===== src/rtl/free_list_if.sv =====
// Allocation and release channels between ID/ROB and the physical-register free list.
// id_valid/id_ready: a pop happens on a rising edge where both are high; commit_valid has no ready (release is never back-pressured).
interface free_list_if #(
    parameter int PHY_IDX_W = 6,
    parameter int CNT_W     = 6
);
    logic                 id_valid;
    logic                 id_ready;
    logic [PHY_IDX_W-1:0] id_free_idx;
    logic                 commit_valid;
    logic [PHY_IDX_W-1:0] commit_phy;
    logic [CNT_W-1:0]     free_count;
    logic                 overflow_err;

    modport master (
        output id_valid, commit_valid, commit_phy,
        input  id_ready, id_free_idx, free_count, overflow_err
    );

    modport slave (
        input  id_valid, commit_valid, commit_phy,
        output id_ready, id_free_idx, free_count, overflow_err
    );
endinterface


===== src/rtl/free_list.sv =====
// Circular FIFO of free physical register indices: ID pops at dispatch, ROB pushes stale registers at commit.
// Pointers carry an extra wrap bit so full and empty are distinguishable when the index bits match.
module free_list #(
    parameter int N_PHY_REGS      = 64,
    parameter int N_ARCH_REGS     = 32,
    parameter bit ASSERT_OVERFLOW = 1'b1
) (
    input logic        clk,
    input logic        rst,
    free_list_if.slave fl
);
    localparam int PHY_IDX_W = $clog2(N_PHY_REGS);
    localparam int FL_DEPTH  = N_PHY_REGS - N_ARCH_REGS;
    localparam int PTR_W     = $clog2(FL_DEPTH);
    localparam int CNT_W     = $clog2(FL_DEPTH + 1);

    typedef logic [PTR_W:0] ptr_t;

    logic [PHY_IDX_W-1:0] entries [FL_DEPTH];
    ptr_t                 head;
    ptr_t                 tail;
    logic [CNT_W-1:0]     count;
    logic                 ovf;
    logic                 full;
    logic                 pop;
    logic                 push_req;
    logic                 push;

    function automatic ptr_t ptr_inc(input ptr_t p);
        if (p[PTR_W-1:0] == PTR_W'(FL_DEPTH - 1))
            return {~p[PTR_W], {PTR_W{1'b0}}};
        else
            return p + ptr_t'(1);
    endfunction

    assign full     = (head[PTR_W-1:0] == tail[PTR_W-1:0]) && (head[PTR_W] != tail[PTR_W]);
    assign pop      = fl.id_valid && fl.id_ready;
    assign push_req = fl.commit_valid && (fl.commit_phy != '0);
    // A pop in the same cycle frees the slot the push needs, so full alone does not block it.
    assign push     = push_req && (!full || pop);

    assign fl.id_ready     = (count != '0);
    assign fl.id_free_idx  = entries[head[PTR_W-1:0]];
    assign fl.free_count   = count;
    assign fl.overflow_err = ovf;

    always_ff @(posedge clk or negedge rst) begin
        if (!rst) begin
            for (int i = 0; i < FL_DEPTH; i++)
                entries[i] <= PHY_IDX_W'(N_ARCH_REGS + i);
            head  <= '0;
            tail  <= {1'b1, {PTR_W{1'b0}}};
            count <= CNT_W'(FL_DEPTH);
            ovf   <= 1'b0;
        end else begin
            if (pop)
                head <= ptr_inc(head);
            if (push) begin
                entries[tail[PTR_W-1:0]] <= fl.commit_phy;
                tail                     <= ptr_inc(tail);
            end
            if (push_req && !push)
                ovf <= 1'b1;
            case ({push, pop})
                2'b10:   count <= count + CNT_W'(1);
                2'b01:   count <= count - CNT_W'(1);
                default: count <= count;
            endcase
        end
    end

    always_ff @(posedge clk) begin
        if (ASSERT_OVERFLOW && rst)
            assert (!(push_req && !push))
            else $error("free_list: release of p%0d while full was dropped", fl.commit_phy);
    end
endmodule


===== src/flat_wrapper.sv =====
// flat-port wrapper written by rule: the top's interface ports become plain ports
module free_list_flat 
#(
    parameter int N_PHY_REGS      = 64,
    parameter int N_ARCH_REGS     = 32,
    parameter bit ASSERT_OVERFLOW = 1'b1
)
  (clk, rst, fl_id_valid, fl_commit_valid, fl_commit_phy, fl_id_ready, fl_id_free_idx, fl_free_count, fl_overflow_err);
  free_list_if #(.PHY_IDX_W(6), .CNT_W(6)) fl_i ();
  input logic clk;
  input logic rst;
  input wire logic [$bits(fl_i.id_valid)-1:0] fl_id_valid;
  input wire logic [$bits(fl_i.commit_valid)-1:0] fl_commit_valid;
  input wire logic [$bits(fl_i.commit_phy)-1:0] fl_commit_phy;
  output wire logic [$bits(fl_i.id_ready)-1:0] fl_id_ready;
  output wire logic [$bits(fl_i.id_free_idx)-1:0] fl_id_free_idx;
  output wire logic [$bits(fl_i.free_count)-1:0] fl_free_count;
  output wire logic [$bits(fl_i.overflow_err)-1:0] fl_overflow_err;
  assign fl_i.id_valid = fl_id_valid;
  assign fl_i.commit_valid = fl_commit_valid;
  assign fl_i.commit_phy = fl_commit_phy;
  assign fl_id_ready = fl_i.id_ready;
  assign fl_id_free_idx = fl_i.id_free_idx;
  assign fl_free_count = fl_i.free_count;
  assign fl_overflow_err = fl_i.overflow_err;
  free_list #(.N_PHY_REGS(N_PHY_REGS), .N_ARCH_REGS(N_ARCH_REGS), .ASSERT_OVERFLOW(ASSERT_OVERFLOW)) u_core (.clk(clk), .rst(rst), .fl(fl_i));
endmodule

===== config.mk =====
export PLATFORM = sky130hd
export DESIGN_NAME = free_list_flat
export DESIGN_NICKNAME = d
export VERILOG_FILES = /design/src/rtl/free_list_if.sv /design/src/rtl/free_list.sv /design/src/flat_wrapper.sv
export SDC_FILE = /design/constraint.sdc
export NUM_CORES = 1
export LEC_CHECK = 0
export ABC_AREA = 1
export ABC_CLOCK_PERIOD_IN_PS = 5600
export BUFFER_PORTS_ARGS = -buffer_cell sky130_fd_sc_hd__buf_2
export CORE_MARGIN = 2
export CORE_UTILIZATION = 50
export DETAILED_ROUTE_END_ITERATION = 8
export PLACE_DENSITY = 0.64
export SKIP_CTS_REPAIR_TIMING = 1
export SYNTH_ARGS = -nofsm -noshare
export SYNTH_HDL_FRONTEND = slang
export SYNTH_SLANG_ARGS = --single-unit
export TNS_END_PERCENT = 30

===== constraint.sdc =====
create_clock -name clk -period 5.6 [get_ports clk]
set_input_delay 0.56 -clock clk [delete_from_list [all_inputs] [get_ports clk]]
set_output_delay 0.56 -clock clk [all_outputs]
set_load 0.02 [all_outputs]

==> metrics.txt <==
status=finished clean; Rows=57; via count of the first global-routing pass=10.6k; Worst slew margin=36.8%; Leak Pwr=6.66 nW; RR Endpoint=u_core.fl.free_count[4]; IO Pins=24; Min Hold Slack=0.0950 ns; crit-path leading delay family=buffers and inverters; initial antenna violation count=0; pwr dens=~560 nW/um^2; Nets=1686; cells after synthesis=between 1.5k and 2k; Slew Limit Fails=0; Die Wd=160 microns; grt ovf=0; Slew @ Worst Pin=between 0.9 and 1 ns; PortBufs=23; post-route setup TNS=0 ns; Residual DRC=0; critical path, cell by cell=buf_4 > or2_2 > nand3_1 > nand2_1 > nand2_1 > nand3_1 > nand3_1 > nand2_1 > buf_2; Die Span Y=160 microns; layout cell share with drive strength beyond 1=between 10% and 20%; hold violation count in the final report=0; HP Class=input pin to asynchronous set/reset pin; yosys warns=0; ranking of synthesized cells by area=dfstp_2 (25%), nand2_1 (23%), dfrtp_1 (20%); Crit Reg-Reg Startpoint=u_core.head[0]; number of synthesized register bits=211; Initial Util=between 50% and 60%; Min Clock Period, post-route=3.80 ns; area leader, netlist=dfstp_2; vias=~11k; Clock Latency Late Sink=0.52 ns; Peak Freq=roughly 0.26 GHz; Worst EP required=between 5 and 6 ns; largest net degree at the start of global routing=205; Clock Sinks=approximately 210; Worst-path clk slew=0.07 ns; Peak VDD IR=just over 0.0003 V; area grow syn2layout=8.39%; CTS tree=done; RSZ-0062 raised after global routing=false; Die ar.=25600 sq um; Synth Cell Area=~12000 sq um; core area=24100 sq um; Post-Route WL=34700 microns; Max-cap violations=0; overall power=7.36 mW; root buffer cell=clkbuf_16; Routed Antenna Nets=0; Worst setup EP type=output port; register area share after synthesis=44.6%; number of synthesized flops with an enable pin=0; final core occ=54.7%; CP Launch Type=register; first-pass GRT wire length=56800 microns; GRT Overall Usage=27.4%; post-synth top area share=24.6%; vias per cell=5.47; largest fanout on the critical path=82; GPL Wtd Cong=0.846; Num CTS Buffers=24; reg2reg setup slack=just under 2 ns; final setup vio count=0; Final period util=67.9%; Synth Flop Type=dfstp_2; Iteration-0 DRC Markers=921; slowest CP cell=dfrtp_4; H-tree depth=1; Antenna Cells=0; first-pass iteration count of the detailed router=5; syn_nets=1741; post-synthesis cell type count=26; Cell Count, Final, Fillers Out=roughly 2k; hpwl dp=20400 microns; Crit Path Class=register to output port; r2r worst-path depth=16; worst clock skew=0.0146 ns; Syn Area/Cell=7.08 sq um; Synth async-reset ratio=100%; CP max stage delay=0.77 ns; Worst Path Arrival=3.24 ns; placed insts=about 2.0k; WP buf/inv=2; Clock Tree Buf Depth=3; drt wl/cell=17.3 microns
==> placed cells by master (no fill, tap or decap) <==
cell type,synthesis,final
xnor2_1,4,4
dfrtp_4,0,1
nand2_4,0,1
inv_2,2,2
buf_12,0,1
o22a_1,1,1
inv_6,0,1
clkbuf_16,0,25
or2_2,18,18
nand3_2,16,16
nand3_1,144,144
o21bai_1,1,1
dfrtp_1,97,96
clkbuf_8,0,5
nor2_1,52,52
nor3_1,3,3
inv_1,171,170
clkinv_2,0,4
ha_1,12,12
dfstp_2,114,114
clkinvlp_4,0,6
bufinv_16,0,4
nand4_1,195,195
o21ai_0,18,18
a21oi_1,5,5
nand2_1,741,740
fa_1,1,1
xor2_1,3,3
clkinv_1,2,2
clkinv_4,0,1
a31oi_1,1,1
buf_2,37,22
buf_4,5,12
==> sequential cells by signal, indices dropped and copies added (netlist names) <==
register and cells:
u_core.fl.overflow_err 1, u_core.entries 192, u_core.tail 6, u_core.fl.free_count 6
u_core.head 6
==> logic make-up (layout without fill, tap and decap cells) <==
kind of cell / after synthesis / count (layout) / synth area share, %
AND/OR/NAND/NOR: 1169 / 1169 / 42.8
buffers and inverters: 292 / 255 / 9.59
flip-flops: 211 / 211 / 44.6
AO/OA/AOI/OAI: 26 / 26 / 1.13
adder cells (fa/ha/maj): 13 / 13 / 1.40
XOR/XNOR: 7 / 7 / 0.504
==> Yosys cell counts, types with 5 or more instances <==
| cell | n |
|---|---|
| nand4_1 | 195 |
| clkbuf_1 | 52 |
| a21oi_1 | 5 |
| buf_1 | 19 |
| o21ai_0 | 18 |
| nand3_2 | 16 |
| nand3_1 | 144 |
| dfstp_2 | 114 |
| ha_1 | 12 |
| nand2_1 | 741 |
| or2_2 | 18 |
| dfrtp_1 | 97 |
| inv_1 | 171 |
| nor2_1 | 52 |
| buf_4 | 5 |
| buf_2 | 37 |
==> stage by stage <==
step                worst slack (ns)  instance area (sq um)
finish                          1.80                  13200
global placement                2.07                  12300
CTS                             1.79                  13200
detailed placement              2.01                  12300
floorplan                       2.85                  12200
global route                    1.61                  13200
==> worst max path at each step <==
stage                                 start                       to  slack [ns]  cells after the start
global placement             u_core.head[0]  u_core.fl.free_count[4]        2.07                     16
detailed placement           u_core.head[0]  u_core.fl.free_count[4]        2.01                     16
finish                       u_core.head[0]        fl_id_free_idx[4]        1.80                      9
global route                 u_core.head[0]  u_core.fl.free_count[4]        1.61                     16
floorplan           u_core.fl.free_count[0]  u_core.fl.free_count[4]        2.85                     17
CTS                          u_core.head[0]        fl_id_free_idx[4]        1.79                      9
==> where the power goes <==
part	leakage [nW]	total, mW	switching, mW	internal [mW]
Combinational	3.80	2.92	2.00	0.923
Sequential	2.44	2.72	0.414	2.30
Clock	0.414	1.72	0.669	1.05
==> final cells by class <==
cell class,instances,area (sq um)
clock buffers,29,681
multi-input cells,1215,5580
well taps,324,405
fillers,2351,10900
inverters,175,662
flip-flops and latches,211,5430
clock inverters,15,194
repair buffers,36,234
==> layer usage <==
metal | part of all wire [%] | vias to the layer above | GRT usage (%) | routed length, microns
li1 | - | 5409 | - | -
met4 | 3.1 | 0 | 8.80 | 1080
met3 | 5.4 | 73 | 3.27 | 1880
met5 | 0 | - | 0 | 0
met1 | 45 | 5194 | 38.5 | 15500
met2 | 47 | 295 | 44.7 | 16200
(Power assumes the default switching activity.)
